==> src/rtl/raid_pkg.sv <==
// Shared RAID controller definitions: mode codes, FSM state encoding and
// the rotating-parity lane helper.
package raid_pkg;

  localparam logic [3:0] MODE_RAID1 = 4'd0;
  localparam logic [3:0] MODE_RAID0 = 4'd1;
  localparam logic [3:0] MODE_RAID5 = 4'd5;

  localparam int PL_AW = 64;

  typedef enum logic [1:0] {
    ST_IDLE,
    ST_ISSUE,
    ST_WAIT,
    ST_RESP
  } state_e;

  // Lane that holds parity for a given block address.
  function automatic int parity_lane(input logic [PL_AW-1:0] addr, input int ndrives);
    return int'(addr % PL_AW'(ndrives));
  endfunction

endpackage

==> src/rtl/raid_vote.sv <==
// Combinational majority vote across the healthy mirrors of a RAID1 read.
module raid_vote #(
  parameter int NDRIVES = 4,
  parameter int HW      = 32
) (
  input  logic [NDRIVES*HW-1:0] data_i,
  input  logic [NDRIVES-1:0]    healthy_i,
  output logic [HW-1:0]         winner_o,
  output logic                  mismatch_o,
  output logic                  no_majority_o
);

  int          healthy_cnt;
  int          match_cnt;
  logic        found;
  logic [HW-1:0] winner;

  always_comb begin
    // NOTE: every combinational output gets a default first so no latch is inferred.
    winner      = '0;
    found       = 1'b0;
    match_cnt   = 0;
    mismatch_o  = 1'b0;
    healthy_cnt = $countones(healthy_i);

    // Lowest-index healthy drive backed by a strict majority wins.
    for (int i = 0; i < NDRIVES; i++) begin
      if (healthy_i[i] && !found) begin
        match_cnt = 0;
        for (int j = 0; j < NDRIVES; j++) begin
          if (healthy_i[j] && (data_i[j*HW +: HW] == data_i[i*HW +: HW])) match_cnt++;
        end
        if (2 * match_cnt > healthy_cnt) begin
          found  = 1'b1;
          winner = data_i[i*HW +: HW];
        end
      end
    end

    if (found) begin
      for (int j = 0; j < NDRIVES; j++) begin
        if (healthy_i[j] && (data_i[j*HW +: HW] != winner)) mismatch_o = 1'b1;
      end
    end

    winner_o      = winner;
    no_majority_o = !found;
  end

endmodule

==> src/rtl/raid_array_ctrl.sv <==
// RAID0/1/5 controller: accepts one host request, fans it out to the drive
// lanes, waits for the selected drives with a watchdog, and returns one response.
module raid_array_ctrl
  import raid_pkg::*;
#(
  parameter int NDRIVES     = 4,
  parameter int SW          = 8,
  parameter int AW          = 32,
  parameter int TIMEOUT_CYC = 1024
) (
  input  logic                    clk,
  input  logic                    reset,
  input  logic [3:0]              mode,
  input  logic [NDRIVES-1:0]      drive_fail,
  input  logic                    req_valid,
  output logic                    req_ready,
  input  logic                    req_write,
  input  logic [AW-1:0]           req_addr,
  input  logic [NDRIVES*SW-1:0]   req_wdata,
  output logic                    rsp_valid,
  output logic [NDRIVES*SW-1:0]   rsp_rdata,
  output logic                    rsp_err,
  output logic                    rsp_mismatch,
  output logic                    rsp_timeout,
  output logic                    drv_rd,
  output logic                    drv_wr,
  output logic [NDRIVES-1:0]      drv_sel,
  output logic [AW-1:0]           drv_addr,
  output logic [NDRIVES*NDRIVES*SW-1:0] drv_wdata,
  input  logic [NDRIVES*NDRIVES*SW-1:0] drv_rdata,
  input  logic [NDRIVES-1:0]      drv_busy
);

  localparam int HW = NDRIVES * SW;
  localparam int CW = $clog2(TIMEOUT_CYC + 1);
  localparam logic [CW-1:0] CNT_LAST = CW'(TIMEOUT_CYC - 1);

  state_e                 state_q;
  logic                   req_ready_q, rsp_valid_q, rsp_err_q, rsp_mismatch_q, rsp_timeout_q;
  logic [HW-1:0]          rsp_rdata_q;
  logic                   drv_rd_q, drv_wr_q;
  logic [NDRIVES-1:0]     drv_sel_q, fail_q;
  logic [AW-1:0]          drv_addr_q;
  logic [NDRIVES*HW-1:0]  drv_wdata_q;
  logic                   write_q;
  logic [3:0]             mode_q;
  logic [CW-1:0]          cnt_q;

  logic                   pre_err_d;
  logic [NDRIVES*HW-1:0]  wr_lanes_d;
  logic [SW-1:0]          wr_parity;
  int                     acc_p;

  logic [HW-1:0]          rd_data_d;
  logic                   rd_err_d, rd_mis_d;
  logic [SW-1:0]          rd_xor, rd_lane;
  int                     rd_p;

  logic [HW-1:0]          vote_win;
  logic                   vote_mis, vote_nomaj;

  // Accept-time decisions: pre-check and lane placement of write data.
  always_comb begin
    pre_err_d  = 1'b0;
    wr_lanes_d = '0;
    wr_parity  = '0;
    acc_p      = parity_lane(PL_AW'(req_addr), NDRIVES);

    case (mode)
      MODE_RAID0: pre_err_d = |drive_fail;
      MODE_RAID1: pre_err_d = &drive_fail;
      MODE_RAID5: pre_err_d = ($countones(drive_fail) > 1);
      default:    pre_err_d = 1'b1;
    endcase

    for (int k = 0; k < NDRIVES - 1; k++) wr_parity ^= req_wdata[k*SW +: SW];

    for (int i = 0; i < NDRIVES; i++) begin
      if (!drive_fail[i]) begin
        case (mode)
          MODE_RAID0: wr_lanes_d[i*HW +: SW] = req_wdata[i*SW +: SW];
          MODE_RAID1: wr_lanes_d[i*HW +: HW] = req_wdata;
          MODE_RAID5: begin
            if (i < acc_p)      wr_lanes_d[i*HW +: SW] = req_wdata[i*SW +: SW];
            else if (i > acc_p) wr_lanes_d[i*HW +: SW] = req_wdata[(i-1)*SW +: SW];
            else                wr_lanes_d[i*HW +: SW] = wr_parity;
          end
          default: ;
        endcase
      end
    end
  end

  raid_vote #(.NDRIVES(NDRIVES), .HW(HW)) u_vote (
    .data_i        (drv_rdata),
    .healthy_i     (~fail_q),
    .winner_o      (vote_win),
    .mismatch_o    (vote_mis),
    .no_majority_o (vote_nomaj)
  );

  // Read response assembly; a failed RAID5 lane is the XOR of the healthy ones.
  always_comb begin
    rd_data_d = '0;
    rd_err_d  = 1'b0;
    rd_mis_d  = 1'b0;
    rd_xor    = '0;
    rd_lane   = '0;
    rd_p      = parity_lane(PL_AW'(drv_addr_q), NDRIVES);

    for (int i = 0; i < NDRIVES; i++) begin
      if (!fail_q[i]) rd_xor ^= drv_rdata[i*HW +: SW];
    end

    case (mode_q)
      MODE_RAID0: begin
        for (int i = 0; i < NDRIVES; i++) rd_data_d[i*SW +: SW] = drv_rdata[i*HW +: SW];
      end
      MODE_RAID1: begin
        if (vote_nomaj) begin
          rd_data_d = '1;
          rd_err_d  = 1'b1;
        end else begin
          rd_data_d = vote_win;
          rd_mis_d  = vote_mis;
        end
      end
      MODE_RAID5: begin
        rd_mis_d = (fail_q == '0) && (rd_xor != '0);
        for (int i = 0; i < NDRIVES; i++) begin
          rd_lane = fail_q[i] ? rd_xor : drv_rdata[i*HW +: SW];
          if (i < rd_p)      rd_data_d[i*SW +: SW]     = rd_lane;
          else if (i > rd_p) rd_data_d[(i-1)*SW +: SW] = rd_lane;
        end
      end
      default: rd_err_d = 1'b1;
    endcase
  end

  always_ff @(posedge clk or negedge reset) begin
    if (!reset) begin
      state_q        <= ST_IDLE;
      req_ready_q    <= 1'b1;
      rsp_valid_q    <= 1'b0;
      rsp_err_q      <= 1'b0;
      rsp_mismatch_q <= 1'b0;
      rsp_timeout_q  <= 1'b0;
      rsp_rdata_q    <= '0;
      drv_rd_q       <= 1'b0;
      drv_wr_q       <= 1'b0;
      drv_sel_q      <= '0;
      drv_addr_q     <= '0;
      drv_wdata_q    <= '0;
      fail_q         <= '0;
      write_q        <= 1'b0;
      mode_q         <= '0;
      cnt_q          <= '0;
    end else begin
      // NOTE: non-blocking assignments so every register sees pre-edge values.
      case (state_q)
        ST_IDLE: begin
          if (req_valid && req_ready_q) begin
            req_ready_q <= 1'b0;
            write_q     <= req_write;
            mode_q      <= mode;
            fail_q      <= drive_fail;
            drv_addr_q  <= req_addr;
            if (pre_err_d) begin
              state_q     <= ST_RESP;
              rsp_valid_q <= 1'b1;
              rsp_err_q   <= 1'b1;
              rsp_rdata_q <= '0;
            end else begin
              state_q     <= ST_ISSUE;
              drv_rd_q    <= !req_write;
              drv_wr_q    <= req_write;
              drv_sel_q   <= ~drive_fail;
              drv_wdata_q <= req_write ? wr_lanes_d : '0;
            end
          end
        end
        ST_ISSUE: begin
          drv_rd_q <= 1'b0;
          drv_wr_q <= 1'b0;
          cnt_q    <= '0;
          state_q  <= ST_WAIT;
        end
        ST_WAIT: begin
          if ((drv_busy & drv_sel_q) == '0) begin
            state_q        <= ST_RESP;
            rsp_valid_q    <= 1'b1;
            rsp_rdata_q    <= write_q ? '0 : rd_data_d;
            rsp_err_q      <= !write_q && rd_err_d;
            rsp_mismatch_q <= !write_q && rd_mis_d;
          end else if (cnt_q == CNT_LAST) begin
            state_q       <= ST_RESP;
            rsp_valid_q   <= 1'b1;
            rsp_rdata_q   <= '0;
            rsp_err_q     <= 1'b1;
            rsp_timeout_q <= 1'b1;
          end else begin
            cnt_q <= cnt_q + 1'b1;
          end
        end
        ST_RESP: begin
          state_q        <= ST_IDLE;
          req_ready_q    <= 1'b1;
          rsp_valid_q    <= 1'b0;
          rsp_err_q      <= 1'b0;
          rsp_mismatch_q <= 1'b0;
          rsp_timeout_q  <= 1'b0;
          rsp_rdata_q    <= '0;
          drv_sel_q      <= '0;
          drv_wdata_q    <= '0;
          cnt_q          <= '0;
        end
        default: state_q <= ST_IDLE;
      endcase
    end
  end

  assign req_ready    = req_ready_q;
  assign rsp_valid    = rsp_valid_q;
  assign rsp_rdata    = rsp_rdata_q;
  assign rsp_err      = rsp_err_q;
  assign rsp_mismatch = rsp_mismatch_q;
  assign rsp_timeout  = rsp_timeout_q;
  assign drv_rd       = drv_rd_q;
  assign drv_wr       = drv_wr_q;
  assign drv_sel      = drv_sel_q;
  assign drv_addr     = drv_addr_q;
  assign drv_wdata    = drv_wdata_q;

endmodule

==> config.mk <==
export PLATFORM = sky130hd
export DESIGN_NAME = raid_array_ctrl
export DESIGN_NICKNAME = d
export VERILOG_FILES = /design/src/rtl/raid_pkg.sv /design/src/rtl/raid_vote.sv /design/src/rtl/raid_array_ctrl.sv
export SDC_FILE = /design/constraint.sdc
export NUM_CORES = 1
export LEC_CHECK = 0
export ABC_AREA = 1
export CORE_MARGIN = 5
export CORE_UTILIZATION = 35
export CTS_CLUSTER_SIZE = 25
export DETAILED_ROUTE_END_ITERATION = 8
export HOLD_SLACK_MARGIN = 0.06
export PLACE_DENSITY_LB_ADDON = 0.3
export SLEW_MARGIN = 20
export SYNTH_ARGS = -nofsm -noshare
export SYNTH_HDL_FRONTEND = slang
export SYNTH_SLANG_ARGS = --single-unit
==> constraint.sdc <==
create_clock -name clk -period 5.8 [get_ports clk]
set_clock_uncertainty 0.1 [all_clocks]
set_input_delay 0.87 -clock clk [delete_from_list [all_inputs] [get_ports clk]]
set_output_delay 0.87 -clock clk [all_outputs]
set_load 0.01 [all_outputs]
==> results of run 1 <==
-- Yosys cell counts (all sizes together) --
master	number	area share [%]
dfstp	1	0.14
nor4	10	0.34
dfrtp	224	31
o2111ai	10	0.48
o21ai	242	6.7
a21boi	1	0.041
nand3	267	7.5
fa	2	0.22
o211ai	1	0.041
a41oi	1	0.048
ha	32	2.2
a211o	8	0.39
a22o	10	0.48
o21a	1	0.041
o221ai	12	0.58
o221a	1	0.062
xnor2	114	5.5
nand3b	11	0.45
nor3	17	0.47
a211oi	24	0.99
nor3b	4	0.17
clkbuf	85	1.9
a21oi	78	2.2
a22oi	8	0.33
nand4	81	2.8
xor2	34	1.6
clkinv	5	0.10
nand2	1062	22
inv	240	5.0
o22ai	5	0.17
buf	68	2.0
a221oi	8	0.39
nor2	160	3.4
o21bai	1	0.10
mux2	1	0.062
-- power groups by stage --
stage | Combinational [mW] | Clock (mW) | Sequential [mW]
2_1_floorplan | 6.66 | 0 | 2.02
3_3_place_gp | 12.8 | 0 | 1.97
4_1_cts | 13.6 | 1.64 | 1.95
5_1_grt | 15.7 | 1.70 | 1.98
6_report | 14.7 | 1.61 | 1.95
3_5_place_dp | 12.8 | 0 | 1.97
-- worst max-delay path: cells and delay by family --
| kind | cells | cell delay, ns |
|---|---|---|
| buffers and inverters | 8 | 1.44 |
| and+or+nand+nor | 25 | 2.56 |
| AOI/OAI and AO/OA | 4 | 0.40 |
| adders and majority gates | 3 | 0.66 |
-- through the flow --
step,setup TNS (ns),std cells,hold WS [ns]
detailed placement,-20.66,4273,0.3584
CTS,0,4329,0.3727
finish,0,4353,0.3713
global route,-0.05567,4349,0.3974
global placement,-15.61,4273,0.3532
floorplan,0,2829,0.3654
-- cells by family after synthesis --
group | Yosys count
buffers and inverters | 398
multiplexers | 1
AND/OR/NAND/NOR | 1612
adder cells (fa/ha/maj) | 34
XOR/XNOR | 148
AO/OA/AOI/OAI | 411
flip-flops | 225
-- state kept, by name, summed over array words and instances (netlist names) --
register,count
drv_wdata,128
drv_sel,4
write_q,1
drv_rd,1
drv_addr,32
rsp_rdata,32
fail_q,4
rsp_mismatch,1
rsp_err,1
drv_wr,1
state_q,2
cnt_q,11
rsp_timeout,1
req_ready,1
mode_q,4
rsp_valid,1
-- layout make-up --
class | instances | area [um2] | share of cell area, %
multi-input cells | 2206 | 11770 | 41.11
repair buffers | 952 | 8642 | 30.19
flip-flops and latches | 225 | 5632 | 19.67
inverters | 245 | 923.4 | 3.226
well taps | 680 | 850.8 | 2.972
clock buffers | 35 | 693.2 | 2.422
clock inverters | 6 | 105.1 | 0.3672
diodes | 4 | 10.01 | 0.03497
-- final timing paths --
path / from / endpoint / cells past startpoint
max: drv_rdata[97] / rsp_mismatch / 40
min: drv_addr[23] / drv_addr[23] / 2
max reg2reg: fail_q[1] / rsp_mismatch / 33
min reg2reg: drv_addr[23] / drv_addr[23] / 2
max in group asynchronous: reset / drv_addr[10] / 3
min in group asynchronous: reset / rsp_rdata[28] / 2
-- per-layer routing --
metal / vias to the layer above / global-route usage (%) / part of all wire (%)
li1: 10880 / - / -
met5: - / 0 / 0.072
met3: 267 / 7.651 / 10
met4: 10 / 12.89 / 5.3
met2: 1252 / 49.72 / 44
met1: 10780 / 41.79 / 40
-- timing repair --
action,4_1_cts,5_1_grt
gates resized for setup,91,246
buffers inserted,13,20
cloned,2,3
endpoints found under the setup margin,25,10
endpoints found under the hold margin,1,0
hold buffers,1,0
pin swaps,29,112
==> results.cfg, run 1 <==
[run_status]
status = finished, final reports clean

[pwr]
power_frac_clock_pct = 8.8
p_sw_mw = 9.634
p_seq_share_pct = 10.7
combPwrFrac_pct = 80.5
power_density_nw_per_um2 = 638.3
report.power.total_mw = 18.27
peakVddDrop_uv = 433.9
swShare_pct = 52.72
power.leakage_nw = 14.19
internal_power_mw = 8.638

[cells_and_area]
final_area_um2 = 28630
final_common_cell = nand2_1
drive_above_1_share_pct = 22.29
nFillCells = 5015
fin_util_pct = 55.68
final_cell_mix = nand2_1 (979), buf_4 (501), clkdlybuf4s50_1 (316)
nNetsFinal = 3897
syn2layout_area_growth_pct = 57.36

[grt]
overflow = 0
grt_pass1_vias = 22330
antenna_found_initial = 10
grt_max_degree = 183
grt_pass1_wl_mm = 138.6
grt_usage_pct = 31.55

[place]
hpwl_mm = 74.30
portBuffers = 410
pre_cts_ws_ns = -1.222
place_area_um2 = 26430
gp_congestion = 1.092

[die]
die_area_um2 = 56630
die-height_um = 238.0
rows = 83
start_util_pct = 35.39
fp.dieW_um = 238.0
pin_count = 411
core_area_um2 = 51410

[route]
drc = 0
drt_iter0_markers = 2607
ant_nets = 0
routedWlPerCell_um = 21.63
avgViaCountPerCell = 5.325
wl_mm = 94.15
dr_total_vias = 23180
drt_first_pass_iters = 7

[logic_synthesis]
yosysUniqueCellTypes = 48
yosysSeqAreaShare_pct = 30.96
muxShareOfSynthArea_pct = 0.06190
synth_simple_gate_area_share_pct = 37.50
synthXorXnorAreaFrac_pct = 7.126
synth_fa_ha_area_share_pct = 2.421
yosys_warnings = 0
synth-seq-cells = 225
syn_area_um2 = 18190
syn_nets = 3071
syn_inst = 2829
synth_top_family_by_area = simple AND/OR/NAND/NOR gates
syn_area_per_cell_um2 = 6.430
synth-compound-area-share_pct = 13.03

[sta]
min_period_ns = 5.599
fmax_mhz = 178.6
final_max_slew_viol_count = 0
setup_slack_ns = 0.2013
maxSlewHeadroom_pct = 34.18
period_share_pct = 96.53
tightest_slew_ns = 0.9872
finalSetupViolations = 0
final_hold_viol_count = 0

[worst_setup_path]
critPathArrivalTime_ns = 5.94
critPathCaptureType = register
rrSetupSlack_ns = 0.87
worstSetupPathType = primary input to register
cpMostUsedCell = nand2_1
path_max_fanout = 5
cp_slowest_stage_delay_ns = 0.61
slowest_stage = clkdlybuf4s50_1
startpoint_type = primary input
crit_required_ns = 6.14

[cts]
clock_path_buffers = 3
clock-sinks = 225
insertion_delay_ns = 0.56
cts_max_level = 1
clkTransAtPathRegs_ns = 0.06
root_buffer = clkbuf_16
cts_tree = done
cts_buffers = 25

[job]
maxCapViolations = 0

[worst_hold_path]
hold_path.class = register to register
(Power assumes the default switching activity.)
==> inputs of run 2 (changes only) <==
==> constraint.sdc (replaced) <==
create_clock -name clk -period 5.6 [get_ports clk]
set_clock_uncertainty 0.1 [all_clocks]
set_input_delay 0.84 -clock clk [delete_from_list [all_inputs] [get_ports clk]]
set_output_delay 0.84 -clock clk [all_outputs]
set_load 0.01 [all_outputs]
==> results.cfg, run 2 (synthesis results as in run 1) <==
[cts]
root_buffer = clkbuf_16
clock-sinks = 225
cts_tree = done
cts_buffers = 25
cts_max_level = 1
clkTransAtPathRegs_ns = 0.07
cts.hold.buffers_added = 0
clock_path_buffers = 3
insertion_delay_ns = 0.56

[cells_and_area]
drive_above_1_share_pct = 27.24
final_area_um2 = 29510
nNetsFinal = 3918
nFillCells = 4942
final_common_cell = nand2_1
final_cell_mix = nand2_1 (914), buf_4 (506), clkdlybuf4s50_1 (292)
syn2layout_area_growth_pct = 62.20
largest_reg_flops = 128

[sta]
holdWs_ns = 0.1525
maxSlewHeadroom_pct = 34.35
period_share_pct = 97.98
fin_tns_setup_ns = 0
min_period_ns = 5.487
tightest_slew_ns = 0.9812
finalSetupViolations = 0
final_hold_viol_count = 0
fmax_mhz = 182.3
final_max_slew_viol_count = 0
setup_slack_ns = 0.1130

[die]
die_area_um2 = 56630
fp.dieW_um = 238.0
core_area_um2 = 51410
die-height_um = 238.0
pin_count = 411
start_util_pct = 35.39
rows = 83

[worst_setup_path]
cpMostUsedCell = nand2_1
critPathCaptureType = register
startpoint_type = primary input
crit_family = simple AND/OR/NAND/NOR gates
slowest_stage = nor4_4
cp_slowest_stage_delay_ns = 0.38
crit_required_ns = 5.94
critPathBufInv = 8
critPathArrivalTime_ns = 5.82
worstSetupPathType = primary input to register
path_max_fanout = 8
reg2reg_from = fail_q[1]
crit_start = drv_rdata[6]

[route]
drc = 0
dr_total_vias = 23490
drt_first_pass_iters = 7
ant_nets = 0
wl_mm = 94.78
drt_iter0_markers = 2386
avgViaCountPerCell = 5.363
routedWlPerCell_um = 21.64

[place]
portBuffers = 410
place_area_um2 = 26380
pre_cts_ws_ns = -1.218
gp_congestion = 1.094
hpwl_mm = 74.05

[pwr]
power_frac_clock_pct = 7.9
power.leakage_nw = 14.59
swShare_pct = 52.69
internal_power_mw = 9.686
p_sw_mw = 10.79
p_seq_share_pct = 9.9
peakVddDrop_uv = 601.8
power_density_nw_per_um2 = 693.8
combPwrFrac_pct = 82.2
report.power.total_mw = 20.47

[worst_hold_path]
hold_path.class = primary input to asynchronous set/reset pin

[grt]
grt_pass1_wl_mm = 136.5
grt_pass1_vias = 22220
grt_usage_pct = 31.21
grt_max_degree = 92
antenna_found_initial = 14
overflow = 0

[run_status]
status = finished, final reports clean

[job]
maxCapViolations = 0
run 2: cell type report:
class	count	area, um2	area share, %
Multi-Input combinational cell	2206	12550	42.53
Timing Repair Buffer	973	8730	29.59
Sequential cell	225	5632	19.09
Inverter	245	934.6	3.168
Tap cell	680	850.8	2.884
Clock buffer	33	685.7	2.324
Clock inverter	11	106.4	0.3604
Antenna cell	7	17.52	0.05937
run 2: power by group through the flow:
| stage | logic [mW] | clock network [mW] | registers (mW) |
|---|---|---|---|
| 4_1_cts | 13.7 | 1.65 | 2.02 |
| 6_report | 16.8 | 1.63 | 2.02 |
| 5_1_grt | 17.9 | 1.72 | 2.05 |
| 2_1_floorplan | 6.90 | 0 | 2.09 |
| 3_5_place_dp | 13.2 | 0 | 2.04 |
| 3_3_place_gp | 13.1 | 0 | 2.04 |
run 2: layer usage:
metal  up-vias  routed length (um)  GRT usage [%]
met3       280               10570          9.397
met1     10960               36830          40.18
met5         -                  88              0
met2      1315               42110          49.19
li1      10920                   -              -
met4        14                5170          12.80
run 2: path summary, 6_finish.rpt:
kind / endpoint / slack, ns / cells past startpoint
worst max register to register: rsp_mismatch / 0.68 / 31
max in group asynchronous: drv_wdata[115] / 4.01 / 2
worst max-delay path: rsp_mismatch / 0.11 / 38
worst min-delay path: rsp_rdata[15] / 0.15 / 1
worst min register to register: drv_addr[6] / 0.37 / 2
min in group clk: drv_addr[6] / 0.37 / 2
run 2: worst register-to-register path, delay by kind of cell (launching register included):
family,cells,cell delay [ns]
and+or+nand+nor,18,1.47
AOI/OAI and AO/OA,3,0.43
DFF,1,0.37
buffers and inverters,6,1.24
adders and majority gates,4,1.20
run 2: through the flow:
stage                     utilization [%]  cells
after floorplan                         -   2829
after global placement              51.32   4270
after detailed placement            51.32   4270
after CTS                           53.65   4330
after global routing                57.37   4374
final                               57.40   4380
run 2: repair_timing:
item,4_1_cts,5_1_grt
buffers inserted,16,47
pin swaps,48,219
gates cloned,1,2
resized for setup,128,510
endpoints found under the setup margin,24,16
